===== config.mk =====
export PLATFORM = sky130hd
export DESIGN_NAME = serial_subtractor_nb_flat
export DESIGN_NICKNAME = d
export VERILOG_FILES = /design/src/rtl/serial_subtractor_nb_if.sv /design/src/rtl/serial_subtractor_nb.sv /design/src/flat_wrapper.sv
export SDC_FILE = /design/constraint.sdc
export NUM_CORES = 1
export LEC_CHECK = 0
export CORE_AREA = 2 2 45 57
export CTS_BUF_LIST = sky130_fd_sc_hd__clkbuf_8
export CTS_CLUSTER_DIAMETER = 150
export DETAILED_ROUTE_END_ITERATION = 12
export DIE_AREA = 0 0 47 59
export PLACE_DENSITY = 0.77
export SETUP_SLACK_MARGIN = 0.1
export SLEW_MARGIN = 40
export SYNTH_ARGS = -nofsm -noshare
export SYNTH_HDL_FRONTEND = slang
export SYNTH_SLANG_ARGS = --single-unit

===== constraint.sdc =====
create_clock -name clk -period 1.6 [get_ports clk]
set_input_delay 0.32 -clock clk [delete_from_list [all_inputs] [get_ports clk]]
set_output_delay 0.32 -clock clk [all_outputs]
set_load 0.01 [all_outputs]

===== src/rtl/serial_subtractor_nb_if.sv =====
// Handshake/operand bundle for serial_subtractor_nb.
// Optional feature macro: SERIAL_SUB_OVF_EN adds the signed-overflow flag ovf.
interface serial_subtractor_nb_if #(
   parameter int unsigned N = 4
);
   logic         start;
   logic [N-1:0] a;
   logic [N-1:0] b;
   logic         bin;
   logic         busy;
   logic         done;
   logic [N-1:0] d;
   logic         bout;
`ifdef SERIAL_SUB_OVF_EN
   logic         ovf;

   // Requester side: issues operands, observes result
   modport master (output start, a, b, bin, input busy, done, d, bout, ovf);
   // Subtractor side
   modport slave  (input start, a, b, bin, output busy, done, d, bout, ovf);
`else
   // Requester side: issues operands, observes result
   modport master (output start, a, b, bin, input busy, done, d, bout);
   // Subtractor side
   modport slave  (input start, a, b, bin, output busy, done, d, bout);
`endif
endinterface


===== src/rtl/serial_subtractor_nb.sv =====
// Bit-serial N-bit subtractor d = a - b - bin, one bit per clock, LSB first.
// Optional feature macro: SERIAL_SUB_OVF_EN (signed overflow flag, sign bits captured at accept).
module serial_subtractor_nb #(
   parameter int unsigned N = 4
) (
   input  logic                  clk,
   input  logic                  rst_n,
   serial_subtractor_nb_if.slave bus
);
   localparam int unsigned CW = $clog2(N) + 1;

   localparam logic [1:0] S_IDLE  = 2'd0;
   localparam logic [1:0] S_SHIFT = 2'd1;
   localparam logic [1:0] S_DONE  = 2'd2;

   logic [1:0]    r_state;
   logic [1:0]    w_state_nxt;
   logic [N-1:0]  r_a;
   logic [N-1:0]  r_b;
   logic [N-1:0]  r_res;
   logic [N-1:0]  r_d;
   logic [CW-1:0] r_cnt;
   logic          r_br;
   logic          r_busy;
   logic          r_done;
   logic          r_bout;
   logic          w_accept;
   logic          w_last;
   logic          w_diff;
   logic          w_br_nxt;
`ifdef SERIAL_SUB_OVF_EN
   logic          r_sa;
   logic          r_sb;
   logic          r_ovf;
`endif

   // Accept window, final bit-cycle and one-bit full-subtractor cell
   always_comb begin
      w_accept = bus.start && ((r_state == S_IDLE) || (r_state == S_DONE));
      w_last   = (r_state == S_SHIFT) && (r_cnt == CW'(N - 1));
      w_diff   = r_a[0] ^ r_b[0] ^ r_br;
      w_br_nxt = (~r_a[0] & r_b[0]) | (~(r_a[0] ^ r_b[0]) & r_br);
   end

   // Next-state logic
   always_comb begin
      w_state_nxt = r_state;
      case (r_state)
         S_IDLE:  if (bus.start) w_state_nxt = S_SHIFT;
         S_SHIFT: if (w_last)    w_state_nxt = S_DONE;
         S_DONE:  w_state_nxt = bus.start ? S_SHIFT : S_IDLE;
         default: w_state_nxt = S_IDLE;
      endcase
   end

   // State register
   always_ff @(posedge clk or negedge rst_n) begin
      if (!rst_n) r_state <= S_IDLE;
      else        r_state <= w_state_nxt;
   end

   // Datapath: load on accept, shift one bit per SHIFT cycle, publish result on the last bit
   always_ff @(posedge clk or negedge rst_n) begin
      if (!rst_n) begin
         r_a    <= '0;
         r_b    <= '0;
         r_res  <= '0;
         r_d    <= '0;
         r_cnt  <= '0;
         r_br   <= 1'b0;
         r_busy <= 1'b0;
         r_done <= 1'b0;
         r_bout <= 1'b0;
`ifdef SERIAL_SUB_OVF_EN
         r_sa   <= 1'b0;
         r_sb   <= 1'b0;
         r_ovf  <= 1'b0;
`endif
      end else if (w_accept) begin
         r_a    <= bus.a;
         r_b    <= bus.b;
         r_br   <= bus.bin;
         r_cnt  <= '0;
         r_busy <= 1'b1;
         r_done <= 1'b0;
`ifdef SERIAL_SUB_OVF_EN
         r_sa   <= bus.a[N-1];
         r_sb   <= bus.b[N-1];
`endif
      end else if (r_state == S_SHIFT) begin
         r_a   <= {1'b0, r_a[N-1:1]};
         r_b   <= {1'b0, r_b[N-1:1]};
         r_br  <= w_br_nxt;
         r_res <= {w_diff, r_res[N-1:1]};
         r_cnt <= r_cnt + CW'(1);
         if (w_last) begin
            r_busy <= 1'b0;
            r_done <= 1'b1;
            r_d    <= {w_diff, r_res[N-1:1]};
            r_bout <= w_br_nxt;
`ifdef SERIAL_SUB_OVF_EN
            // w_diff is the result sign bit on the final step
            r_ovf  <= (r_sa != r_sb) && (w_diff != r_sa);
`endif
         end
      end else begin
         r_done <= 1'b0;
      end
   end

   assign bus.busy = r_busy;
   assign bus.done = r_done;
   assign bus.d    = r_d;
   assign bus.bout = r_bout;
`ifdef SERIAL_SUB_OVF_EN
   assign bus.ovf  = r_ovf;
`endif

endmodule


===== src/flat_wrapper.sv =====
// flat-port wrapper written by rule: the top's interface ports become plain ports
module serial_subtractor_nb_flat 
#(
   parameter int unsigned N = 4
)
  (clk, rst_n, bus_start, bus_a, bus_b, bus_bin, bus_busy, bus_done, bus_d, bus_bout);
  serial_subtractor_nb_if #(.N(N)) bus_i ();
  input  logic clk;
  input  logic rst_n;
  input wire logic [$bits(bus_i.start)-1:0] bus_start;
  input wire logic [$bits(bus_i.a)-1:0] bus_a;
  input wire logic [$bits(bus_i.b)-1:0] bus_b;
  input wire logic [$bits(bus_i.bin)-1:0] bus_bin;
  output wire logic [$bits(bus_i.busy)-1:0] bus_busy;
  output wire logic [$bits(bus_i.done)-1:0] bus_done;
  output wire logic [$bits(bus_i.d)-1:0] bus_d;
  output wire logic [$bits(bus_i.bout)-1:0] bus_bout;
  assign bus_i.start = bus_start;
  assign bus_i.a = bus_a;
  assign bus_i.b = bus_b;
  assign bus_i.bin = bus_bin;
  assign bus_busy = bus_i.busy;
  assign bus_done = bus_i.done;
  assign bus_d = bus_i.d;
  assign bus_bout = bus_i.bout;
  serial_subtractor_nb #(.N(N)) u_core (.clk(clk), .rst_n(rst_n), .bus(bus_i));
endmodule

### Yosys cells after proc, flatten, opt, wreduce, memory -nomap -nowiden

Index checks and enable logic that the tools add are counted.

* add/sub/neg operators: 1
* equality and inequality tests: 6
* mux-type cells: 18
* bitwise gates (word level): 8
* reduce and logical (&&, ||, !) cells: 10

Operators with widths (count)
* 4-bit 2-to-1 mux: 4
* 1-bit 2-to-1 mux: 9
* 3-bit 2-to-1 mux: 2
* 2-bit one-hot mux with 3 select lines: 1
* 2-bit AND reduction: 3
* 2-bit 2-to-1 mux: 2
* 2-bit nonzero test: 2
* 3-bit by 1-bit adder with 3-bit output (second input constant): 1
* 3-bit by 2-bit == test with 1-bit output (second input constant): 1
* 3-bit by 1-bit inequality test with 1-bit output (second input constant): 1
* 1-bit inverter: 3
* 3-bit AND reduction: 1
* 1-bit bitwise AND: 2
* 2-bit by 1-bit == test with 1-bit output (second input constant): 1
* 2-bit == test (second input constant): 1
* 1-bit logical AND: 2
* 2-bit zero test: 1
* 2-bit by 1-bit inequality test with 1-bit output (second input constant): 1
* 2-bit inequality test (second input constant): 1
* 1-bit bitwise XOR: 2
* 1-bit logical OR: 1
* 1-bit OR: 1

* flip-flop bits (word level): 25
* logic and storage cells: 53

### Logic depth before layout (Yosys ltp)

* depth after elaboration: 6
* mapped depth: 5
* depth with buffers taken out: 5

### Least setup slack after synthesis

Ideal clock, no wire load.

* kind: reg2reg
* start point: register u_core.r_cnt[0]
* end point: register u_core.r_d[0] (netlist: u_core.bus.d[0])
* library setup time: 0.125 ns
* arrival: 1.221 ns
* data required time: 1.475 ns
* slack: 0.254 ns
* cell stages (with the launch flop): 5
* buffers on the path: 0
* clock period less this slack: 1.346 ns
* cells stage by stage: dfrtp_1 ha_1 ha_1 nand3b_4 mux2_4

* longest elaborated chain between the ends: 3

RTL lines
* start: declaration: line serial_subtractor_nb.sv:22 `logic [CW-1:0] r_cnt;`
* start signal: assignment: line serial_subtractor_nb.sv:95 `r_cnt <= r_cnt + CW'(1);`
* 3-bit by 2-bit == test with 1-bit output: line serial_subtractor_nb.sv:40 `w_last = (r_state == S_SHIFT) && (r_cnt == CW'(N - 1));`
* 1-bit logical AND: line serial_subtractor_nb.sv:40
* 3-bit AND reduction (no line)
* end signal: assignment: line serial_subtractor_nb.sv:99 `r_d <= {w_diff, r_res[N-1:1]};`
* end: declaration: line serial_subtractor_nb.sv:21 `logic [N-1:0] r_d;`

No other way between the ends.
A chain may end at the register's enable or synchronous reset.

### Worst setup path in the final report

* start point: register u_core.r_cnt[0]
* end point: register u_core.r_d[2] (netlist: u_core.bus.d[2])

The elaborated chain is that of the path after synthesis.

==> out/metrics.yaml <==
status: "finished clean"
crit_slowest_cell: "dfrtp_1"
drt_iter0_markers: 14
die_height_um: 59
maxSlewViolCount: 0
tightest_slew_ns: 0.313
crit_type: "reg -> reg"
hpwl_um: 1390
cts_tree: "built"
crit_arrival_ns: 1.61
fillers: 197
drtPass1Iterations: 4
critPathBufInv: 0
netlist_instances: 94
final_layout_size_suffix_gt1_share_pct: 18.3
postPlaceCellArea_sq_um: 1360
cts_buffer_depth: 2
grt_pass1_wl_um: 3350
diodes: 0
powerDensity_nw_per_um2: 1950
routedWlPerCell_um: 13.4
fin_worst_skew_ns: 0.00211
grt_pass1_vias: 787
endpoint_kind: "flop"
numCtsBuffers: 3
grt.total_usage_pct: 17.4
stdcell_area_sq_um: 1430
path_max_fanout: 7
crit_top_cell: "ha_1"
post-cts-setup-buffers: 0
synth_cell_type_count: 25
cts_hold_buf: 0
layout_min_cycle_time_ns: 1.45
hold_viol_final: 0
nets: 131
fin_tns_setup_ns: 0
required_ns: 1.76
finalPower_w: 0.00278
path_clk_slew_ns: 0.08
syn_area_sq_um: 1150
setup_viol: 0
cts.sinks: 24
cp_cell_sequence: "ha_1 -> ha_1 -> nand3b_4 -> mux2_4"
ant_nets: 0
antenna_found_initial: 0
root_buffer: "clkbuf_8"
slowest_delay_ns: 0.41
most-common-layout-cells: "24 x dfrtp_1, 11 x clkdlybuf4s50_1, 8 x inv_1, 8 x a21oi_1, 8 x mux2_4"
grt_max_degree: 25
met2_length_um: 929
rsz0062_at_grt: "false"
synth_top_area_cell: "dfrtp_1"
cpLargestDelayFamily: "adder cells"
crit_path_start_kind: "flop"
clkLatencyLatePin_ns: 0.27
routabilityCongestion: 0.725
netlist.area_leader.share_pct: 52.2
pin_count: 19
synth_nets: 109
core_sq_um: 2190
ys_top_cells_by_area: "dfrtp_1 52%, mux2_4 10%, a21oi_1 3.5%"
numPortBuffers: 18
yosysSeqAreaShare_pct: 52.2
drt_wl_total_um: 1960
maxSlewHeadroom_pct: 79.1
top_layer: "met4"
drc: 0
min_period_over_period_pct: 90.8
grt-ovfl-total: 0
peakVddDrop_uv: 954
vias_per_cell: 5.12
timing.max_cap.violations: 0
die_area_sq_um: 2770
vias: 747
synth_area_per_cell_sq_um: 12.2
start_util_pct: 52.6
num_rows: 19
power.leakage_nw: 0.728
wl_met3_um: 73
fmax_mhz: 688
yosys_register_bits: 24
yosys_warnings: 0
final_common_cell: "dfrtp_1"
area_growth_pct: 23.9
wl_met1_um: 908
cts.htree.levels: 1
dieWidth_um: 47
hold_class: "in -> async"
[final cells by class]
class | count | area (sq um) | area share, %
Timing Repair Buffer | 22 | 224 | 15.7
Multi-Input combinational cell | 57 | 478 | 33.5
Sequential cell | 24 | 601 | 42.1
Inverter | 8 | 30.0 | 2.11
Tap cell | 31 | 38.8 | 2.72
Clock buffer | 4 | 55.1 | 3.86
[stage by stage]
stage	utilization (%)	instances	worst slack (ns)	hold WS, ns
2_1_floorplan	-	94	0.254	0.0244
3_3_place_gp	62.1	142	0.113	0.475
3_5_place_dp	62.1	142	0.0845	0.474
4_1_cts	64.5	146	0.111	0.401
5_1_grt	65.2	146	0.101	0.413
6_report	65.2	146	0.147	0.402
[report_power, final]
part	switching [W]	internal [W]	total, W
clock network	0.000190	0.000220	0.000410
logic	0.000541	0.000729	0.00127
registers	0.000193	0.000903	0.00110
[state kept, by name, summed over array words and instances (netlist names)]
signal,count
u_core.r_res,3
u_core.bus.bout,1
u_core.bus.done,1
u_core.bus.busy,1
u_core.r_b,4
u_core.bus.d,4
u_core.r_state,2
u_core.r_a,4
u_core.r_cnt,3
u_core.r_br,1
[synthesized netlist by cell type]
library cell,n
nor2_1,4
o31ai_1,1
inv_1,8
a21oi_1,8
a211oi_1,4
nand3_1,3
ha_1,2
buf_2,1
nand2b_2,1
nand2b_1,2
fa_1,1
nor2b_1,4
o21ai_0,5
nand3b_4,1
dfrtp_1,24
o22ai_1,3
nand2_1,1
buf_6,2
and2_4,1
buf_4,2
mux2i_1,4
nand2b_4,1
mux2_4,8
mux2_2,1
a22o_1,2
[worst paths after layout]
kind                                             start                           to  slack [ns]  cells after the start
max                        u_core.r_cnt[0]$_DFFE_PN0P_  u_core.bus.d[2]$_DFFE_PN0P_        0.15                      4
min                                              rst_n    u_core.r_b[3]$_DFFE_PN0P_        0.40                      2
max reg2reg                u_core.r_cnt[0]$_DFFE_PN0P_  u_core.bus.d[2]$_DFFE_PN0P_        0.15                      4
min reg2reg                u_core.bus.bout$_DFFE_PN0P_  u_core.bus.bout$_DFFE_PN0P_        0.48                      2
max in group asynchronous                        rst_n  u_core.r_res[3]$_DFFE_PN0P_        0.96                      2
min in group clk           u_core.bus.bout$_DFFE_PN0P_  u_core.bus.bout$_DFFE_PN0P_        0.48                      2
[cell families after synthesis]
logic type | synth area share, %
multiplexers | 14.9
flip-flops | 52.2
buffers and inverters | 6.30
adder cells (fa/ha/maj) | 3.91
AND/OR/NAND/NOR | 10.7
AO/OA/AOI/OAI | 12.1
[repair_timing]
| item | in CTS | in global routing |
|---|---|---|
| gates cloned | 0 | 0 |
| resized for setup | 1 | 6 |
| endpoints found under the setup margin | 1 | 6 |
[layer usage]
metal / up-vias / GRT usage, %
met5: - / 0
met4: 0 / 9.52
met3: 5 / 4.57
met2: 16 / 27.2
met1: 359 / 21.4
li1: 367 / -
Note: power is estimated with default switching activity, not from simulation.
